<file path="config.mk">
export PLATFORM = sky130hd
export DESIGN_NAME = ram_5x32_arbiter
export DESIGN_NICKNAME = d
export VERILOG_FILES = /design/src/rtl/ram_arb_pkg.sv /design/src/rtl/rr_arbiter_2.sv /design/src/rtl/ram_5x32_arbiter.sv
export SDC_FILE = /design/constraint.sdc
export NUM_CORES = 1
export LEC_CHECK = 0
export ABC_AREA = 1
export ABC_CLOCK_PERIOD_IN_PS = 3400
export CAP_MARGIN = 20
export CELL_PAD_IN_SITES_DETAIL_PLACEMENT = 0
export CELL_PAD_IN_SITES_GLOBAL_PLACEMENT = 1
export CORE_UTILIZATION = 26
export CTS_CLUSTER_DIAMETER = 150
export DETAILED_ROUTE_END_ITERATION = 8
export PLACE_DENSITY = 0.91
export RECOVER_POWER = 50
export SLEW_MARGIN = 15
export SYNTH_ARGS = -nofsm -noshare
export SYNTH_HDL_FRONTEND = slang
export SYNTH_HIERARCHICAL = 1
export SYNTH_SLANG_ARGS = --single-unit
</file>
<file path="constraint.sdc">
create_clock -name clk_i -period 3.4 [get_ports clk_i]
set_input_delay 0.68 -clock clk_i [delete_from_list [all_inputs] [get_ports clk_i]]
set_output_delay 0.68 -clock clk_i [all_outputs]
set_load 0.05 [all_outputs]
</file>
<file path="src/rtl/ram_arb_pkg.sv">
// Shared types for the two-port RAM front-end: FSM states, port ids and
// the read-response pipeline record.
package ram_arb_pkg;

   typedef enum logic [0:0] {
      ST_INIT  = 1'b0,
      ST_SERVE = 1'b1
   } state_t;

   localparam logic PORT_A = 1'b0;
   localparam logic PORT_B = 1'b1;

   typedef struct packed {
      logic pending;
      logic port;
   } resp_pipe_t;

endpackage

</file>
<file path="src/rtl/rr_arbiter_2.sv">
// Two-way round-robin arbiter; on a tie the port not granted most recently wins.
module rr_arbiter_2
   import ram_arb_pkg::*;
(
   input  logic       clk_i,
   input  logic       rst_i,
   input  logic       en,
   input  logic [1:0] req,
   output logic [1:0] gnt
);

   logic r_last;

   always_comb begin
      gnt = 2'b00;
      if (en) begin
         case (req)
            2'b01:   gnt = 2'b01;
            2'b10:   gnt = 2'b10;
            2'b11:   gnt = (r_last == PORT_B) ? 2'b01 : 2'b10;
            default: gnt = 2'b00;
         endcase
      end
   end

   // Pointer moves only when something is actually granted.
   always_ff @(posedge clk_i) begin
      if (rst_i) begin
         r_last <= PORT_B;
      end else if (|gnt) begin
         r_last <= gnt[1] ? PORT_B : PORT_A;
      end
   end

endmodule

</file>
<file path="src/rtl/ram_5x32_arbiter.sv">
// Shares a single-port synchronous RAM between ports A and B after clearing
// it with an init sweep; reads return on a registered per-port path.
module ram_5x32_arbiter
   import ram_arb_pkg::*;
#(
   parameter int unsigned ADDRESS_WIDTH = 5,
   parameter int unsigned DATA_WIDTH    = 32,
   parameter int unsigned MEMORY_DEPTH  = 32
) (
   input  logic                     clk_i,
   input  logic                     rst_i,
   input  logic                     a_valid_i,
   output logic                     a_ready_o,
   input  logic                     a_we_i,
   input  logic [ADDRESS_WIDTH-1:0] a_address_i,
   input  logic [DATA_WIDTH-1:0]    a_data_i,
   output logic                     a_rvalid_o,
   output logic [DATA_WIDTH-1:0]    a_data_o,
   input  logic                     b_valid_i,
   output logic                     b_ready_o,
   input  logic                     b_we_i,
   input  logic [ADDRESS_WIDTH-1:0] b_address_i,
   input  logic [DATA_WIDTH-1:0]    b_data_i,
   output logic                     b_rvalid_o,
   output logic [DATA_WIDTH-1:0]    b_data_o,
   output logic                     ram_we_o,
   output logic [ADDRESS_WIDTH-1:0] ram_address_o,
   output logic [DATA_WIDTH-1:0]    ram_data_o,
   input  logic [DATA_WIDTH-1:0]    ram_data_i,
   output logic                     init_done_o
);

   localparam logic [ADDRESS_WIDTH-1:0] LAST_ADDR = ADDRESS_WIDTH'(MEMORY_DEPTH - 1);

   state_t                   r_state;
   logic [ADDRESS_WIDTH-1:0] r_init_cnt;
   resp_pipe_t               r_pipe;
   logic                     w_serve;
   logic [1:0]               w_gnt;

   assign w_serve = (r_state == ST_SERVE);

   rr_arbiter_2 u_arb (
      .clk_i (clk_i),
      .rst_i (rst_i),
      .en    (w_serve),
      .req   ({b_valid_i, a_valid_i}),
      .gnt   (w_gnt)
   );

   assign a_ready_o = w_serve & a_valid_i & w_gnt[0];
   assign b_ready_o = w_serve & b_valid_i & w_gnt[1];

   // RAM mux: idle cycles issue a harmless read of address 0.
   always_comb begin
      ram_we_o      = 1'b0;
      ram_address_o = '0;
      ram_data_o    = '0;
      if (r_state == ST_INIT) begin
         ram_we_o      = 1'b1;
         ram_address_o = r_init_cnt;
      end else if (a_ready_o) begin
         ram_we_o      = a_we_i;
         ram_address_o = a_address_i;
         ram_data_o    = a_data_i;
      end else if (b_ready_o) begin
         ram_we_o      = b_we_i;
         ram_address_o = b_address_i;
         ram_data_o    = b_data_i;
      end
   end

   // FSM, response pipeline and held read data.
   always_ff @(posedge clk_i) begin
      if (rst_i) begin
         r_state     <= ST_INIT;
         r_init_cnt  <= '0;
         init_done_o <= 1'b0;
         r_pipe      <= '0;
         a_rvalid_o  <= 1'b0;
         b_rvalid_o  <= 1'b0;
         a_data_o    <= '0;
         b_data_o    <= '0;
      end else begin
         r_pipe.pending <= (a_ready_o & ~a_we_i) | (b_ready_o & ~b_we_i);
         r_pipe.port    <= b_ready_o ? PORT_B : PORT_A;

         a_rvalid_o <= r_pipe.pending & (r_pipe.port == PORT_A);
         b_rvalid_o <= r_pipe.pending & (r_pipe.port == PORT_B);
         if (r_pipe.pending && r_pipe.port == PORT_A) a_data_o <= ram_data_i;
         if (r_pipe.pending && r_pipe.port == PORT_B) b_data_o <= ram_data_i;

         case (r_state)
            ST_INIT: begin
               r_init_cnt <= r_init_cnt + ADDRESS_WIDTH'(1);
               if (r_init_cnt == LAST_ADDR) begin
                  r_state     <= ST_SERVE;
                  init_done_o <= 1'b1;
               end
            end
            default: r_state <= ST_SERVE;
         endcase
      end
   end

endmodule
</file>
# Word level (Yosys, flattened, before mapping)
# Index checks and enable logic that the tools add are counted.
# Widths: inputs -> output; s select.
# totals
reg_bits	76
in_bits	112
out_inout_bits	107
elab_cells	48
# classes
addsub	1
eq_ne	4
muxes	16
bitwise	13
reduce_logical	4
# op_table
op	count
$mux 32	3
$mux 5	3
$and 1x1->1	8
$mux 1	7
$pmux 2 s3	1
$add 5x1->5 const B	1
$eq 5x5->1 const B	1
$eq 2x2->1 const B	2
$mux 2	2
$not 1->1	4
$eq 2x1->1 const B	1
$logic_and 1x1->1	2
$reduce_and 2->1	1
$reduce_or 2->1	1
$or 1x1->1	1

# Depth between registers and ports, before layout
# Gate-level depths: netlist of the first run.
# depth
depth_word	7
ltp_mapped	9
mapped_depth_nobuf	8

# By module
# The synthesis of the first run kept the hierarchy.
# by_module_without_submodules
module	n_inst	cells_per_inst	area_per_inst_um2	seq_area_each_um2
ram_5x32_arbiter	1	465	3316.9	1501.4
rr_arbiter_2	1	12	71.3	20.0

# Worst setup path after synthesis of the first run
# OpenSTA, ideal clock, no wires.
# synth_path
kind	input -> output
startpoint	in a_valid_i
endpoint	out ram_data_o[22]
arrival_time_ns	1.858
t_required_ns	2.720
slack_ns	0.862
path_stages	7
n_path_buf	1
cell_sequence	nand2_1 a21oi_1 nand3_4 inv_2 buf_2 nand2_1 nand2_1
# synth_between
word_cells_on_any_way	11
classes_between	3 x eq/ne; 5 x mux; 3 x bitwise
# synth_rtl
item	line_no	source
from (decl)	ram_5x32_arbiter.sv:12	input logic a_valid_i,
$eq 2x2->1 or $eq 2x1->1 (tied branches)	rr_arbiter_2.sv:17	case (req)
$pmux 2 s3 *	rr_arbiter_2.sv:17	
$mux 2 *	rr_arbiter_2.sv:16	if (en) begin
named net w_gnt[0]	ram_5x32_arbiter.sv:39	logic [1:0] w_gnt;
$and 1x1->1 *	ram_5x32_arbiter.sv:51	assign a_ready_o = w_serve & a_valid_i & w_gnt[0];
named net a_ready_o	ram_5x32_arbiter.sv:13	output logic a_ready_o,
$mux 32 *	ram_5x32_arbiter.sv:62	end else if (a_ready_o) begin
$mux 32 *	ram_5x32_arbiter.sv:59	if (r_state == ST_INIT) begin
to (decl)	ram_5x32_arbiter.sv:28	output logic [DATA_WIDTH-1:0] ram_data_o,
# Mark *: on every way through the listed nets, which the timed path passes. The rest lies on a longest branch.

# Worst setup path after layout of the first run
# layout_path
startpoint	in a_valid_i
endpoint	out ram_data_o[30]
# layout_between
word_cells_on_any_way	11
classes_between	3 x eq/ne; 5 x mux; 3 x bitwise
# layout_rtl
item	line_no
$eq 2x2->1 or $eq 2x1->1 (tied branches)	rr_arbiter_2.sv:17
$pmux 2 s3 *	rr_arbiter_2.sv:17
$mux 2 *	rr_arbiter_2.sv:16
named net w_gnt[0]	ram_5x32_arbiter.sv:39
$and 1x1->1 *	ram_5x32_arbiter.sv:51
$mux 32 *	ram_5x32_arbiter.sv:62
$mux 32 *	ram_5x32_arbiter.sv:59
# Marks and branches as above.

==> results.toml, run 1 <==
[pwr]
p_switching_w = 0.000436
switching_share_pct = 22.0
seq_power_share_pct = 45.4
p_int_w = 0.00154
total_power_w = 0.00198
power_density_nw_per_um2 = 312
clkPwrFrac_pct = 44.3
p_leak_nw = 2.58
ir_worst_vdd_mv = 0.180
share_comb_of_total_power_pct = 10.4

[placement]
place_area_um2 = 6070
portBuffers = 218
dpl.hpwl_mm = 9.28
globalplace.congestion = 0.690
dp_cells = 841

[synthesis]
netlist_instances = 477
synth-seq-cells = 76
ys_types = 24
synth_warnings = 6
synth_seq_area_share_pct = 44.9
syn_avg_cell_area_um2 = 7.10
synthesis.nets = 591
syn_area_um2 = 3390

[route]
drt-initial-drc-count = 144
routed_wl_mm = 12.2
drc = 0
vias_per_cell = 4.48
wl_per_cell_um = 14.3
drtPass1Iterations = 4
drtAntennaViolNets = 0
num_vias = 3832

[global_route]
grt_pass1_vias = 3752
grt_usage_pct = 17.7
grt_overflow = 0
grt_pass1_wl_mm = 18.3
grt_max_degree = 47
grt_antenna_before_repair = 0

[floorplan]
rows = 41
start_util_pct = 26.7
die_w_um = 116
core-area_um2 = 12700
dieArea_um2 = 13500
dieHeight_um = 116
ios = 219

[timing]
hold_viol = 0
setup_violations = 0
fin_skew_ns = 0.00946
maxSlewViolCount = 0
fin_crit_sh_pct = 94.3
min_period_ns = 3.21
rsz0062_at_grt = "no"
worst_slew_pin_slew_ns = 0.715
relSlewSlack_pct = 52.4
fin_tns_setup_ns = 0
max_freq_mhz = 312

[clock_tree]
cts-root-buf = "clkbuf_16"
ctsHtreeMaxLevel = 3
numCtsBuffers = 9
post_cts_resized = 0
hold_buffers = 0
cts_setup_buffers = 0
worst_skew_pair.late_latency_ns = 0.33
tritoncts = "done"
clock_sinks = 76
clk_path_buf_depth = 2
path_clk_slew_ns = 0.06

[finish]
fin_cells = 856
area_growth_pct = 86.9
n_antenna_cell = 0
mostFrequentLayoutCell = "clkdlybuf4s50_1"
fin_area_um2 = 6330
layout_common_cells = "clkdlybuf4s50_1, nor2_1, nand2_1"
drive_gt1_share_pct = 11.7
nets = 794

[worst_setup_path]
worst-path-buf-inv = 3
crit_arrival_ns = 2.53
cp_slowest_stage_delay_ns = 0.55
crit_slowest_cell = "clkdlybuf4s50_1"
worstPathCellList = "clkdlybuf4s50_1 > nand2_1 > a21oi_1 > nand3_4 > buf_4 > nand3_1 > nand2_1 > buf_12"
worstSetupEndpointType = "output pin"
crit_family = "buffers and inverters"
startpoint_type = "input pin"
cpMostUsedCell = "nand2_1"
cp_max_fo = 27
worstPathRequired_ns = 2.72
crit_type = "in -> out"

[hold_path]
hold_path.class = "reg -> reg"

[run_status]
status = "completed"

[flow_run]
cap_violations = 0
-- layer usage --
metal	vias to the layer above	global-route usage, %	share of wire (%)	wire [µm]
li1	1923	-	-	-
met1	1721	18.2	38	4680
met2	173	32.4	49	6020
met3	15	6.85	10	1250
met4	0	6.58	2.1	261
met5	-	0	0	0
-- through the flow --
step           hold WS, ns  setup WS (ns)  utilization [%]
5_1_grt              0.499         0.0852             50.0
2_1_floorplan        0.469          0.862                -
6_report             0.475          0.193             50.0
3_5_place_dp         0.467          0.173             47.9
3_3_place_gp         0.455          0.205             47.7
4_1_cts              0.481          0.167             50.1
-- cells by family after synthesis --
family | synth area share [%]
AO/OA/AOI/OAI | 10.7
AND/OR/NAND/NOR | 35.5
adder cells (fa/ha/maj) | 0.738
flip-flops | 44.9
buffers and inverters | 8.12
-- synthesized netlist by cell type --
| library cell | instances | share of area, % |
|---|---|---|
| inv_2 | 3 | 0.33 |
| nor2_1 | 141 | 16 |
| nand2_4 | 1 | 0.33 |
| and3_1 | 1 | 0.18 |
| buf_6 | 8 | 2.7 |
| clkinv_1 | 1 | 0.11 |
| buf_2 | 15 | 2.2 |
| nand3_1 | 39 | 5.8 |
| ha_1 | 2 | 0.74 |
| dfxtp_1 | 76 | 45 |
| buf_4 | 5 | 1.1 |
| inv_1 | 11 | 1.2 |
| or2_2 | 1 | 0.18 |
| clkbuf_1 | 3 | 0.33 |
| nor2_8 | 1 | 0.59 |
| o21ai_2 | 1 | 0.26 |
| a21oi_1 | 5 | 0.74 |
| clkbuf_2 | 1 | 0.15 |
| o21ai_1 | 14 | 2.1 |
| nand2_2 | 4 | 0.74 |
| nand3_4 | 1 | 0.52 |
| o21ai_0 | 52 | 7.7 |
| nand3_2 | 8 | 2.4 |
| nand2_1 | 83 | 9.2 |
-- sequential cells by signal (all words and copies together) (netlist names) --
register,count
b_data_o,32
b_rvalid_o,1
r_pipe,2
r_state,1
init_done_o,1
a_data_o,32
u_arb/r_last,1
r_init_cnt,5
a_rvalid_o,1
-- power groups by stage --
stage,combinational (W),clock (W),sequential [W]
6_report,0.000205,0.000875,0.000897
3_3_place_gp,0.000207,0,0.000916
3_5_place_dp,0.000208,0,0.000916
2_1_floorplan,0.0000495,0,0.000916
4_1_cts,0.000210,0.000904,0.000896
5_1_grt,0.000220,0.000936,0.000897
-- final timing paths --
check	start	end	depth (start not counted)	slack [ns]
worst min-delay path	b_data_o[16]	b_data_o[16]	2	0.48
worst max register to register	r_pipe[0]	a_data_o[28]	6	1.51
worst max-delay path	a_valid_i	ram_data_o[30]	8	0.19
worst min register to register	b_data_o[16]	b_data_o[16]	2	0.48
-- final cells by class --
| type | count | area (µm²) |
|---|---|---|
| fillers | 1227 | 6340 |
| repair buffers | 224 | 2670 |
| clock inverters | 5 | 37.5 |
| flip-flops and latches | 76 | 1520 |
| multi-input cells | 354 | 1590 |
| well taps | 172 | 215 |
| clock buffers | 10 | 239 |
| inverters | 15 | 56.3 |
-- worst min-delay path, delay by kind of cell (launching register included) --
| family | cells | cell delay, ns |
|---|---|---|
| flops | 1 | 0.32 |
| simple gates | 2 | 0.12 |
(Power assumes the default switching activity.)
==> run 2: changes to the inputs <==
--- a/config.mk
+++ b/config.mk
@@ -7,12 +7,12 @@
 export LEC_CHECK = 0
 export ABC_AREA = 1
 export ABC_CLOCK_PERIOD_IN_PS = 3400
-export CAP_MARGIN = 20
 export CELL_PAD_IN_SITES_DETAIL_PLACEMENT = 0
 export CELL_PAD_IN_SITES_GLOBAL_PLACEMENT = 1
 export CORE_UTILIZATION = 26
 export CTS_CLUSTER_DIAMETER = 150
 export DETAILED_ROUTE_END_ITERATION = 8
+export HOLD_SLACK_MARGIN = 0.15
 export PLACE_DENSITY = 0.91
 export RECOVER_POWER = 50
 export SLEW_MARGIN = 15
==> run 2 against run 1 <==
  * Largest cell class unchanged
  * Critical endpoint unchanged
  * Via count is 1.2% lower
  * Design area down 0.43%
  * Critical path depth unchanged
==> results.toml, run 2 (synthesis gave the netlist of run 1 again) <==
[run_status]
status = "completed"

[floorplan]
dieArea_um2 = 13500
start_util_pct = 26.7
dieHeight_um = 116
ios = 219
die_w_um = 116
core-area_um2 = 12700
rows = 41

[placement]
globalplace.congestion = 0.690
dpl.hpwl_mm = 9.09
portBuffers = 218

[clock_tree]
post_cts_resized = 0
numCtsBuffers = 9
clock_sinks = 76
clk_path_buf_depth = 2
cts-root-buf = "clkbuf_16"
ctsHtreeMaxLevel = 3
hold_buffers = 0
cts_setup_buffers = 0
worst_skew_pair.late_latency_ns = 0.32
tritoncts = "done"
path_clk_slew_ns = 0.06

[finish]
mostFrequentLayoutCell = "nor2_1"
top_regs = "a_data_o: 32 flops, b_data_o: 32 flops, r_init_cnt: 5 flops"
fin_util_pct = 49.7
n_antenna_cell = 0
layout_common_cells = "nor2_1, clkdlybuf4s50_1, nand2_1"
area_growth_pct = 86.0
drive_gt1_share_pct = 11.6
nets = 793

[route]
drtPass1Iterations = 4
wl_per_cell_um = 14.1
drtAntennaViolNets = 0
num_vias = 3787
drc = 0
drt-initial-drc-count = 138
routed_wl_mm = 12.0
vias_per_cell = 4.43

[timing]
fin_skew_ns = 0.00636
maxSlewViolCount = 0
max_freq_mhz = 311
hold_ws_ns = 0.476
min_period_ns = 3.22
relSlewSlack_pct = 29.6
fin_tns_setup_ns = 0
rsz0062_at_grt = "no"
worst_slew_pin_slew_ns = 1.05
setup_violations = 0
hold_viol = 0
fin_crit_sh_pct = 94.7

[flow_run]
cap_violations = 0

[worst_setup_path]
reg2reg_depth = 5
crit_type = "in -> out"
startpoint_type = "input pin"
worstPathRequired_ns = 2.72
cp_max_fo = 27
crit_arrival_ns = 2.54
worstSetupEndpointType = "output pin"

[hold_path]
hold_path.class = "reg -> reg"
whs_path_depth = 2

[pwr]
p_leak_nw = 2.67
power_density_nw_per_um2 = 314
ir_worst_vdd_mv = 0.185

[global_route]
grt_antenna_before_repair = 0
grt_usage_pct = 17.2
grt_overflow = 0
grt_pass1_vias = 3696
grt_max_degree = 47
grt_pass1_wl_mm = 17.8
-- run 2: path summary, 6_finish.rpt --
check	slack, ns	startpoint	to
hold reg to reg	0.48	init_done_o	init_done_o
hold / removal	0.48	init_done_o	init_done_o
setup reg to reg	0.88	r_pipe[0]	a_data_o[31]
setup / recovery	0.18	a_valid_i	ram_data_o[30]
-- run 2: final cells by class --
type	count	area, µm²
inverters	15	56.3
clock inverters	5	37.5
flip-flops and latches	76	1520
clock buffers	10	239
repair buffers	223	2640
multi-input cells	354	1590
well taps	172	215
fillers	1234	6370
-- run 2: where the power goes --
part           total (W)  internal (W)  switching (W)
Clock           0.000875      0.000512       0.000363
Combinational   0.000206      0.000136      0.0000693
Sequential      0.000897      0.000894     0.00000301
-- run 2: critical path, stage by stage --
cell             delay, ns
clkdlybuf4s50_1       0.55
nand2_1               0.09
a21oi_1               0.23
nand3_4               0.18
buf_4                 0.31
nand3_1               0.18
nand2_1               0.13
buf_12                0.17
-- run 2: through the flow --
stage / power [W] / worst slack, ns / instance area [µm²] / instances
3_5_place_dp: 0.00113 / 0.183 / 6040 / 840
5_1_grt: 0.00205 / 0.0810 / 6300 / 855
3_3_place_gp: 0.00112 / 0.205 / 6040 / 840
4_1_cts: 0.00201 / 0.172 / 6320 / 855
2_1_floorplan: 0.000965 / 0.862 / 3390 / 477
6_report: 0.00198 / 0.182 / 6300 / 855
-- run 2: routing by layer --
metal	vias to the layer above	global-route usage (%)	share of wire, %
li1	1927	-	-
met1	1688	17.6	38
met2	160	32.8	51
met3	12	6.23	10
met4	0	4.79	1.2
met5	-	0	0
==> run 3: changes to the inputs <==
--- a/config.mk
+++ b/config.mk
@@ -10,7 +10,6 @@
 export CELL_PAD_IN_SITES_DETAIL_PLACEMENT = 0
 export CELL_PAD_IN_SITES_GLOBAL_PLACEMENT = 1
 export CORE_UTILIZATION = 26
-export CTS_CLUSTER_DIAMETER = 150
 export DETAILED_ROUTE_END_ITERATION = 8
 export HOLD_SLACK_MARGIN = 0.15
 export PLACE_DENSITY = 0.91
==> results of run 3 <==
Same layout as run 2: the final DEF is identical, and so are final timing and power.
